### config.mk
export PLATFORM = sky130hd
export DESIGN_NAME = multiplier_4x4_flat
export DESIGN_NICKNAME = d
export VERILOG_FILES = /design/src/rtl/multiplier_4x4_if.sv /design/src/rtl/multiplier_4x4.sv /design/src/flat_wrapper.sv
export SDC_FILE = /design/constraint.sdc
export NUM_CORES = 1
export LEC_CHECK = 0
export ABC_CLOCK_PERIOD_IN_PS = 5300
export CORE_UTILIZATION = 40
export CTS_CLUSTER_DIAMETER = 200
export DETAILED_ROUTE_END_ITERATION = 8
export GPL_ROUTABILITY_DRIVEN = 0
export GPL_TIMING_DRIVEN = 0
export PLACE_DENSITY = 0.7
export SLEW_MARGIN = 25
export SYNTH_ARGS = -nofsm -noshare
export SYNTH_HDL_FRONTEND = slang
export SYNTH_SLANG_ARGS = --single-unit
### constraint.sdc
create_clock -name clk -period 5.3 [get_ports clk]
set_clock_uncertainty 0.2 [all_clocks]
set_input_delay 0.53 -clock clk [delete_from_list [all_inputs] [get_ports clk]]
set_output_delay 0.53 -clock clk [all_outputs]
set_load 0.005 [all_outputs]
### src/rtl/multiplier_4x4_if.sv
// rtl/multiplier_4x4_if.sv - operand/product bundle for the 4x4 unsigned multiplier
interface multiplier_4x4_if;
  logic in_valid;
  logic A0, A1, A2, A3;
  logic B0, B1, B2, B3;
  logic P0, P1, P2, P3, P4, P5, P6, P7;
  logic out_valid;

  modport master (
    output in_valid, A0, A1, A2, A3, B0, B1, B2, B3,
    input  P0, P1, P2, P3, P4, P5, P6, P7, out_valid
  );

  modport slave (
    input  in_valid, A0, A1, A2, A3, B0, B1, B2, B3,
    output P0, P1, P2, P3, P4, P5, P6, P7, out_valid
  );
endinterface

### src/rtl/multiplier_4x4.sv
// rtl/multiplier_4x4.sv - registered 4x4 unsigned array multiplier
// Define MULTIPLIER_PIPE_EN to register the datapath after the first adder row (latency 2).
module half_adder (
  input  logic i_a,
  input  logic i_b,
  output logic o_s,
  output logic o_c
);
  assign o_s = i_a ^ i_b;
  assign o_c = i_a & i_b;
endmodule

module full_adder (
  input  logic i_a,
  input  logic i_b,
  input  logic i_ci,
  output logic o_s,
  output logic o_co
);
  assign o_s  = i_a ^ i_b ^ i_ci;
  assign o_co = (i_a & i_b) | (i_ci & (i_a ^ i_b));
endmodule

module multiplier_4x4 (
  input  logic             clk,
  input  logic             rst_n,
  multiplier_4x4_if.slave  bus
);
  logic [3:0] w_a, w_b;
  logic [3:0] w_pp [4];
  logic [3:0] w_col2, w_col3;

  assign w_a = {bus.A3, bus.A2, bus.A1, bus.A0};
  assign w_b = {bus.B3, bus.B2, bus.B1, bus.B0};

  // w_pp[i][j] = Ai & Bj; columns for B2/B3 feed the later rows
  for (genvar i = 0; i < 4; i++) begin : g_pp
    assign w_pp[i]   = {4{w_a[i]}} & w_b;
    assign w_col2[i] = w_pp[i][2];
    assign w_col3[i] = w_pp[i][3];
  end

  logic       w_r1_p1;
  logic [3:1] w_r1_s;
  logic [3:0] w_r1_c;

  half_adder u_r1_0 (.i_a(w_pp[1][0]), .i_b(w_pp[0][1]), .o_s(w_r1_p1), .o_c(w_r1_c[0]));
  full_adder u_r1_1 (.i_a(w_pp[2][0]), .i_b(w_pp[1][1]), .i_ci(w_r1_c[0]), .o_s(w_r1_s[1]), .o_co(w_r1_c[1]));
  full_adder u_r1_2 (.i_a(w_pp[3][0]), .i_b(w_pp[2][1]), .i_ci(w_r1_c[1]), .o_s(w_r1_s[2]), .o_co(w_r1_c[2]));
  half_adder u_r1_3 (.i_a(w_pp[3][1]), .i_b(w_r1_c[2]), .o_s(w_r1_s[3]), .o_c(w_r1_c[3]));

  logic       w_st_valid;
  logic [1:0] w_st_low;
  logic [3:0] w_st_sum, w_st_pp2, w_st_pp3;

`ifdef MULTIPLIER_PIPE_EN
  logic       r_st_valid;
  logic [1:0] r_st_low;
  logic [3:0] r_st_sum, r_st_pp2, r_st_pp3;

  always_ff @(posedge clk) begin
    if (!rst_n) begin
      r_st_valid <= 1'b0;
      r_st_low   <= '0;
      r_st_sum   <= '0;
      r_st_pp2   <= '0;
      r_st_pp3   <= '0;
    end else begin
      r_st_valid <= bus.in_valid;
      if (bus.in_valid) begin
        r_st_low <= {w_r1_p1, w_pp[0][0]};
        r_st_sum <= {w_r1_c[3], w_r1_s[3], w_r1_s[2], w_r1_s[1]};
        r_st_pp2 <= w_col2;
        r_st_pp3 <= w_col3;
      end
    end
  end

  assign w_st_valid = r_st_valid;
  assign w_st_low   = r_st_low;
  assign w_st_sum   = r_st_sum;
  assign w_st_pp2   = r_st_pp2;
  assign w_st_pp3   = r_st_pp3;
`else
  assign w_st_valid = bus.in_valid;
  assign w_st_low   = {w_r1_p1, w_pp[0][0]};
  assign w_st_sum   = {w_r1_c[3], w_r1_s[3], w_r1_s[2], w_r1_s[1]};
  assign w_st_pp2   = w_col2;
  assign w_st_pp3   = w_col3;
`endif

  logic       w_p2, w_p3, w_p4, w_p5, w_p6, w_p7;
  logic [3:1] w_r2_s;
  logic [3:0] w_r2_c;
  logic [2:0] w_r3_c;

  half_adder u_r2_0 (.i_a(w_st_sum[0]), .i_b(w_st_pp2[0]), .o_s(w_p2), .o_c(w_r2_c[0]));
  full_adder u_r2_1 (.i_a(w_st_sum[1]), .i_b(w_st_pp2[1]), .i_ci(w_r2_c[0]), .o_s(w_r2_s[1]), .o_co(w_r2_c[1]));
  full_adder u_r2_2 (.i_a(w_st_sum[2]), .i_b(w_st_pp2[2]), .i_ci(w_r2_c[1]), .o_s(w_r2_s[2]), .o_co(w_r2_c[2]));
  full_adder u_r2_3 (.i_a(w_st_sum[3]), .i_b(w_st_pp2[3]), .i_ci(w_r2_c[2]), .o_s(w_r2_s[3]), .o_co(w_r2_c[3]));

  half_adder u_r3_0 (.i_a(w_r2_s[1]), .i_b(w_st_pp3[0]), .o_s(w_p3), .o_c(w_r3_c[0]));
  full_adder u_r3_1 (.i_a(w_r2_s[2]), .i_b(w_st_pp3[1]), .i_ci(w_r3_c[0]), .o_s(w_p4), .o_co(w_r3_c[1]));
  full_adder u_r3_2 (.i_a(w_r2_s[3]), .i_b(w_st_pp3[2]), .i_ci(w_r3_c[1]), .o_s(w_p5), .o_co(w_r3_c[2]));
  full_adder u_r3_3 (.i_a(w_r2_c[3]), .i_b(w_st_pp3[3]), .i_ci(w_r3_c[2]), .o_s(w_p6), .o_co(w_p7));

  logic [7:0] r_p;
  logic       r_out_valid;

  // product holds across idle cycles; only the valid flag drops
  always_ff @(posedge clk) begin
    if (!rst_n) begin
      r_p         <= '0;
      r_out_valid <= 1'b0;
    end else begin
      r_out_valid <= w_st_valid;
      if (w_st_valid) r_p <= {w_p7, w_p6, w_p5, w_p4, w_p3, w_p2, w_st_low};
    end
  end

  assign bus.P0 = r_p[0];
  assign bus.P1 = r_p[1];
  assign bus.P2 = r_p[2];
  assign bus.P3 = r_p[3];
  assign bus.P4 = r_p[4];
  assign bus.P5 = r_p[5];
  assign bus.P6 = r_p[6];
  assign bus.P7 = r_p[7];
  assign bus.out_valid = r_out_valid;
endmodule

### src/flat_wrapper.sv
// flat-port wrapper written by rule: the top's interface ports become plain ports
module multiplier_4x4_flat 
  (clk, rst_n, bus_in_valid, bus_A0, bus_A1, bus_A2, bus_A3, bus_B0, bus_B1, bus_B2, bus_B3, bus_P0, bus_P1, bus_P2, bus_P3, bus_P4, bus_P5, bus_P6, bus_P7, bus_out_valid);
  multiplier_4x4_if bus_i ();
  input  logic clk;
  input  logic rst_n;
  input wire logic [$bits(bus_i.in_valid)-1:0] bus_in_valid;
  input wire logic [$bits(bus_i.A0)-1:0] bus_A0;
  input wire logic [$bits(bus_i.A1)-1:0] bus_A1;
  input wire logic [$bits(bus_i.A2)-1:0] bus_A2;
  input wire logic [$bits(bus_i.A3)-1:0] bus_A3;
  input wire logic [$bits(bus_i.B0)-1:0] bus_B0;
  input wire logic [$bits(bus_i.B1)-1:0] bus_B1;
  input wire logic [$bits(bus_i.B2)-1:0] bus_B2;
  input wire logic [$bits(bus_i.B3)-1:0] bus_B3;
  output wire logic [$bits(bus_i.P0)-1:0] bus_P0;
  output wire logic [$bits(bus_i.P1)-1:0] bus_P1;
  output wire logic [$bits(bus_i.P2)-1:0] bus_P2;
  output wire logic [$bits(bus_i.P3)-1:0] bus_P3;
  output wire logic [$bits(bus_i.P4)-1:0] bus_P4;
  output wire logic [$bits(bus_i.P5)-1:0] bus_P5;
  output wire logic [$bits(bus_i.P6)-1:0] bus_P6;
  output wire logic [$bits(bus_i.P7)-1:0] bus_P7;
  output wire logic [$bits(bus_i.out_valid)-1:0] bus_out_valid;
  assign bus_i.in_valid = bus_in_valid;
  assign bus_i.A0 = bus_A0;
  assign bus_i.A1 = bus_A1;
  assign bus_i.A2 = bus_A2;
  assign bus_i.A3 = bus_A3;
  assign bus_i.B0 = bus_B0;
  assign bus_i.B1 = bus_B1;
  assign bus_i.B2 = bus_B2;
  assign bus_i.B3 = bus_B3;
  assign bus_P0 = bus_i.P0;
  assign bus_P1 = bus_i.P1;
  assign bus_P2 = bus_i.P2;
  assign bus_P3 = bus_i.P3;
  assign bus_P4 = bus_i.P4;
  assign bus_P5 = bus_i.P5;
  assign bus_P6 = bus_i.P6;
  assign bus_P7 = bus_i.P7;
  assign bus_out_valid = bus_i.out_valid;
  multiplier_4x4 u_core (.clk(clk), .rst_n(rst_n), .bus(bus_i));
endmodule
======== Word level (Yosys, flattened, before mapping) ========
Index checks and enable logic that the tools add are counted.
storage, ports and cells
  output and inout bits ................... 9
  ROM bits ................................ 0
  bits in latches ......................... 0
  input port bits ......................... 11
  RAM bits ................................ 0
  bits in registers ....................... 9
  logic and storage cells ................. 54
  memories ................................ 0
cells by class
  reduce and logical (&&, ||, !) cells .... 0
  muxes and demuxes ....................... 0
  shift operators ......................... 0
  bitwise gates (word level) .............. 52
  eq/ne operators ......................... 0
  add/sub/neg operators ................... 0
  order comparisons ....................... 0
  div/mod/pow operators ................... 0
  $mul .................................... 0
operators by type and width
  cell               count
  bitwise AND 1 bit  20
  bitwise XOR 1 bit  20
  bitwise AND 4 bit  4
  OR 1 bit           8

======== Depth between registers and ports, before layout ========
  depth in word-level cells ............... 16
  depth in mapped cells ................... 14
  gate-level depth less buffers ........... 14

======== Modules after synthesis ========
A second synthesis with hierarchy kept.
second synthesis, totals
  cell total of the unflattened synthesis .. 55
  area, all modules ....................... 634.4 µm²
modules (own cells, without submodules)
  module          area each (µm²)  cells each  instances  sequential area each (µm²)
  multiplier_4x4  424.2            43          1          180.2
  full_adder      20.0             1           8          0.0
  half_adder      12.5             1           4          0.0

======== Least setup slack after synthesis ========
OpenSTA, ideal clock, no wires.
  path kind ............................... input port to flip-flop
  from .................................... input port bus_B0
  to ...................................... register u_core.r_p[6]
  buffers on the path ..................... 0
  setup slack ............................. 0.909 ns
  data arrival time ....................... 4.075 ns
  stages on the path ...................... 14
  cells stage by stage .................... and2_1 -> ha_1 -> inv_1 -> fa_1 -> fa_1 -> inv_1 -> fa_1 -> fa_1 -> fa_1 -> inv_1 -> fa_1 -> fa_1 -> nand2_1 -> o211a_1
between the ends
  longest elaborated chain between the ends .. 15
  elaborated cells between the ends (all ways) .. 43
  classes of those cells .................. bitwise: 43
RTL lines
  what                                                    line                                                              source
  from (decl)                                             flat_wrapper.sv:12                                                input wire logic [$bits(bus_i.B0)-1:0] bus_B0;
  bitwise AND 4 bit                                       multiplier_4x4.sv:38                                              assign w_pp[i] = {4{w_a[i]}} & w_b;
  bitwise AND 1 bit or bitwise XOR 1 bit (tied branches)  multiplier_4x4.sv:10, multiplier_4x4.sv:20, multiplier_4x4.sv:21
  bitwise AND 1 bit                                       multiplier_4x4.sv:21                                              assign o_co = (i_a & i_b) | (i_ci & (i_a ^ i_b));
  OR 1 bit                                                multiplier_4x4.sv:21
  bitwise AND 1 bit or bitwise XOR 1 bit (tied branches)  multiplier_4x4.sv:21, multiplier_4x4.sv:20
  OR 1 bit or bitwise XOR 1 bit (tied branches)           multiplier_4x4.sv:21, multiplier_4x4.sv:20
  bitwise XOR 1 bit or bitwise AND 1 bit (tied branches)  multiplier_4x4.sv:9, multiplier_4x4.sv:21
  bitwise XOR 1 bit or OR 1 bit (tied branches)           multiplier_4x4.sv:20, multiplier_4x4.sv:21
  bitwise XOR 1 bit or bitwise AND 1 bit (tied branches)  multiplier_4x4.sv:20, multiplier_4x4.sv:21
  bitwise XOR 1 bit or OR 1 bit (tied branches)           multiplier_4x4.sv:21
  bitwise AND 1 bit or bitwise XOR 1 bit (tied branches)  multiplier_4x4.sv:21, multiplier_4x4.sv:20
  OR 1 bit or bitwise XOR 1 bit (tied branches)           multiplier_4x4.sv:21
  bitwise AND 1 bit                                       multiplier_4x4.sv:21
  OR 1 bit                                                multiplier_4x4.sv:21
  bitwise XOR 1 bit (*)                                   multiplier_4x4.sv:20                                              assign o_s = i_a ^ i_b ^ i_ci;
  to (signal assigned)                                    multiplier_4x4.sv:117                                             if (w_st_valid) r_p <= {w_p7, w_p6, w_p5, w_p4, w_p3, w_p2, w_st_low};
  to (decl)                                               multiplier_4x4.sv:107                                             logic [7:0] r_p;
Every way passes the cells marked *; elsewhere a longest branch is shown, timed or not.
A chain may end at the register's enable or synchronous reset.

======== Final worst setup path ========
Same ends and word-level chain as after synthesis.

==> results.md <==
- The post-route antenna net violation count is 0.
- STA classifies the critical path endpoint as a register.
- The tightest hold path in the finished design has a slack of 282 ps.
- The number of sinks driven by the clock tree is 9.
- No sink is reached through more buffers than the 2 on the longest clock path.
- The netlist area before placement is 648 um^2.
- After synthesis, flip-flops and latches occupy 27.8% of the total area.
- The share of synthesized area spent on multiplexers is 4.63%.
- The pin count of the biggest net entering global routing is 11.
- The half-perimeter wire length of the detailed placement result is 951 um.
- The number of hold violations in the final report was 0.
- The first-pass GRT wire length is 1970 um.
- The area occupied by registers is 180 um^2.
- The basic-gate share of the synthesized area counting and, or, nand and nor cells is 19.3%.
- The area of the placeable core is 0.00151 mm^2.
- After Yosys synthesis, XOR and XNOR cells account for 0% of the synthesized area.
- Walking the worst path, the cells encountered are clkdlybuf4s50_1 -> and2_1 -> ha_1 -> inv_1 -> fa_1 -> fa_1 -> inv_1 -> fa_1 -> fa_1 -> fa_1 -> inv_1 -> fa_1 -> fa_1 -> nand2_1 -> o211a_1.
- The Yosys step of the flow raised 0 warnings.
- The number of unique standard cell types used by synthesis is 12.
- After detailed routing, the number of vias per cell comes to 4.86.
- The first detailed-routing pass took 4 iterations.
- For the pin with the worst max-slew slack, the measured transition is 197 ps.
- The number of DRC violations after detailed routing is 0.
- Once placement finished, the instance area stood at 848 um^2.
- STA puts the critical path data arrival time at 4810 ps.
- The global-route usage over all layers is 15.1%.
- IR analysis of the VDD net gives a maximum drop of 0.119 mV.
- The number of nets in the layout is 109.
- The slowest library cell on the worst path is clkdlybuf4s50_1.
- In the final routed layout, each cell accounts on average for 11.2 um.
- The sum of negative setup slack is 0 ps.
- The run finished with clean final reports.
- The synthesized netlist net count is 86.
- The minimum setup slack after placement is 139 ps.
- In this run the power density over the cells is 218 mW/mm^2.
- In this run the tightest slew margin relative to its limit is 86.8%.
- For this run, the share of the core covered by cells in the final layout is 58.1%.
- After global routing the overflow that remains totals 0.
- For this configuration, the core starts out at a cell density of 43.0%.
- The synthesized design contains 9 register bits.
- The number of maximum-capacitance violations is 0.
- The achievable frequency is 0.206 GHz.
- In this run the horizontal extent of the chip is 42.3 um.
- The post-CTS setup buffer count is 0.
- The relative area change from synthesis to final layout is 34.9%.
- After routing the design area is 875 um^2.
- The wire length after detailed routing is 1130 um.
- The number of diodes added for antenna fixing is 0.
- The worst setup path is launched from an input port.
- Measured along the y axis, the die boundary spans 42.3 um.
- Setup repair after global routing left no endpoint under its margin.
- By area, the combinational part of the netlist is dominated by adder cells.
- The H-tree depth is 1.
- The setup violation total in the final timing report is 0.
- The required time at the endpoint of the critical path is 5260 ps.
- The clock insertion delay at the later pin of the skew report is 260 ps.
- The I/O pin total is 20.
- The total via count after detailed routing is 491.
- The share of cells above drive strength 1 is 7.06%.
- The setup path with the least slack is of type input port to register.
- The count of hold buffers inserted by post-cts repair is 0.
- The mean post-synth cell area is 10.3 um^2.
- The cell count after synthesis is 63.
- Fill cells in the final layout number 146.
- Once the clock tree was built, the resizer swapped 0 gates to a different size.
- The clock input transition at the sequential cells of the worst setup and hold paths is 60 ps.
- In this run the core area contains 14 standard-cell rows.
- The portion of the clock cycle consumed by the worst path in the final layout is 91.5%.
- The worst setup slack after layout is 450 ps.
- The final-report max-slew violation count is 0.
- The detailed router finished its first iteration with 6 violations.
- The number of I/O port buffers is 18.
- TritonCTS built the clock tree.
- The biggest cell delay along the critical path is 540 ps.
- The share of the synthesized area in compound gates (AO/OA/AOI/OAI) is 7.72%.
- The type of the worst min-delay path is register to register.
- The largest driver fanout on the critical path is 4.
- By instance count, the cell type seen most on the critical path is fa_1.
- The floorplan step defined a die boundary enclosing 0.00179 mm^2.
- The adder and majority cell fraction of the synthesized area is 32.4%.
- The critical path contains buffers and inverters numbering 4 combined.
- The number of clock buffers inserted by TritonCTS is 3.
- Summing all multi-input logic gate instances after layout gives 415 um^2.
- The initial antenna violation count came to 0.
- For this design the static power due to leakage is 0.000413 uW.
- The largest delay contributor family on the critical path is adder cells.
- The via count of the first global-routing pass was 489.
- The clock period could shrink to 4850 ps.
- The cell sitting at the root of the clock tree is a clkbuf_4.
[power by group]
| group | switching, uW | leakage (uW) | internal [uW] |
|---|---|---|---|
| sequential | 2.85 | 0.0000744 | 73.9 |
| clock | 23.9 | 0.0000150 | 29.0 |
| combinational | 25.8 | 0.000324 | 35.2 |
[routing by layer]
metal / wire [um] / track usage [%]
met1: 481 / 17.5
met2: 571 / 24.6
met3: 77 / 6.47
met4: 2 / 5.63
met5: 0 / 0
[cells in the mapped netlist (all sizes together)]
library cell / number / area (um^2)
nand2: 11 / 41.3
and2: 9 / 58.8
dfxtp: 9 / 180
fa: 8 / 160
inv: 8 / 30.0
ha: 4 / 50.1
nor2b: 4 / 25.0
o211a: 4 / 40.0
mux2i: 3 / 30.0
buf: 2 / 22.5
a32o: 1 / 10.0
[placed cells by master (no fill, tap or decap)]
cell type and count:
a32o_1 1, and2_1 8, and2_4 1, buf_6 2, clkbuf_1 1, clkbuf_4 3, clkdlybuf4s50_1 18, dfxtp_1 9
fa_1 8, ha_1 4, inv_1 8, mux2i_1 3, nand2_1 11, nor2b_1 4, o211a_1 4
[state kept, by name, summed over array words and instances (netlist names)]
name / flops
u_core.r_p: 8
u_core.bus.out_valid: 1
[final cells by class]
cell class	instances	area share, %
Buffer	2	2.58
Multi-Input combinational cell	44	47.5
Timing Repair Buffer	18	20.6
Tap cell	16	2.29
Inverter	8	3.43
Sequential cell	9	20.6
Clock buffer	4	3.00
[worst reg2reg max path, stage by stage (launching register included)]
cell and delay [ps]:
dfxtp_1 300, nor2b_1 120, a32o_1 200
[final timing paths]
check             depth (start not counted)                    endpoint  slack, ps                        from
setup / recovery                         15  u_core.r_p[6]$_SDFFE_PN0P_        450                      bus_B0
hold / removal                            1  u_core.r_p[5]$_SDFFE_PN0P_        280  u_core.r_p[5]$_SDFFE_PN0P_
setup reg to reg                          2  u_core.r_p[0]$_SDFFE_PN0P_       4370  u_core.r_p[0]$_SDFFE_PN0P_
hold reg to reg                           1  u_core.r_p[5]$_SDFFE_PN0P_        280  u_core.r_p[5]$_SDFFE_PN0P_
[per-stage QoR]
step	instances	power, uW
after floorplan	63	112
after global placement	97	139
after global routing	101	204
after CTS	101	193
final	101	191
after detailed placement	97	141
[cells by family (layout without fill, tap and decap cells)]
kind of cell	Yosys count	count (layout)
AO/OA/AOI/OAI	5	5
buffers and inverters	10	32
adder cells (fa/ha/maj)	12	12
AND/OR/NAND/NOR	24	24
multiplexers	3	3
flip-flops	9	9
(Power assumes the default switching activity.)
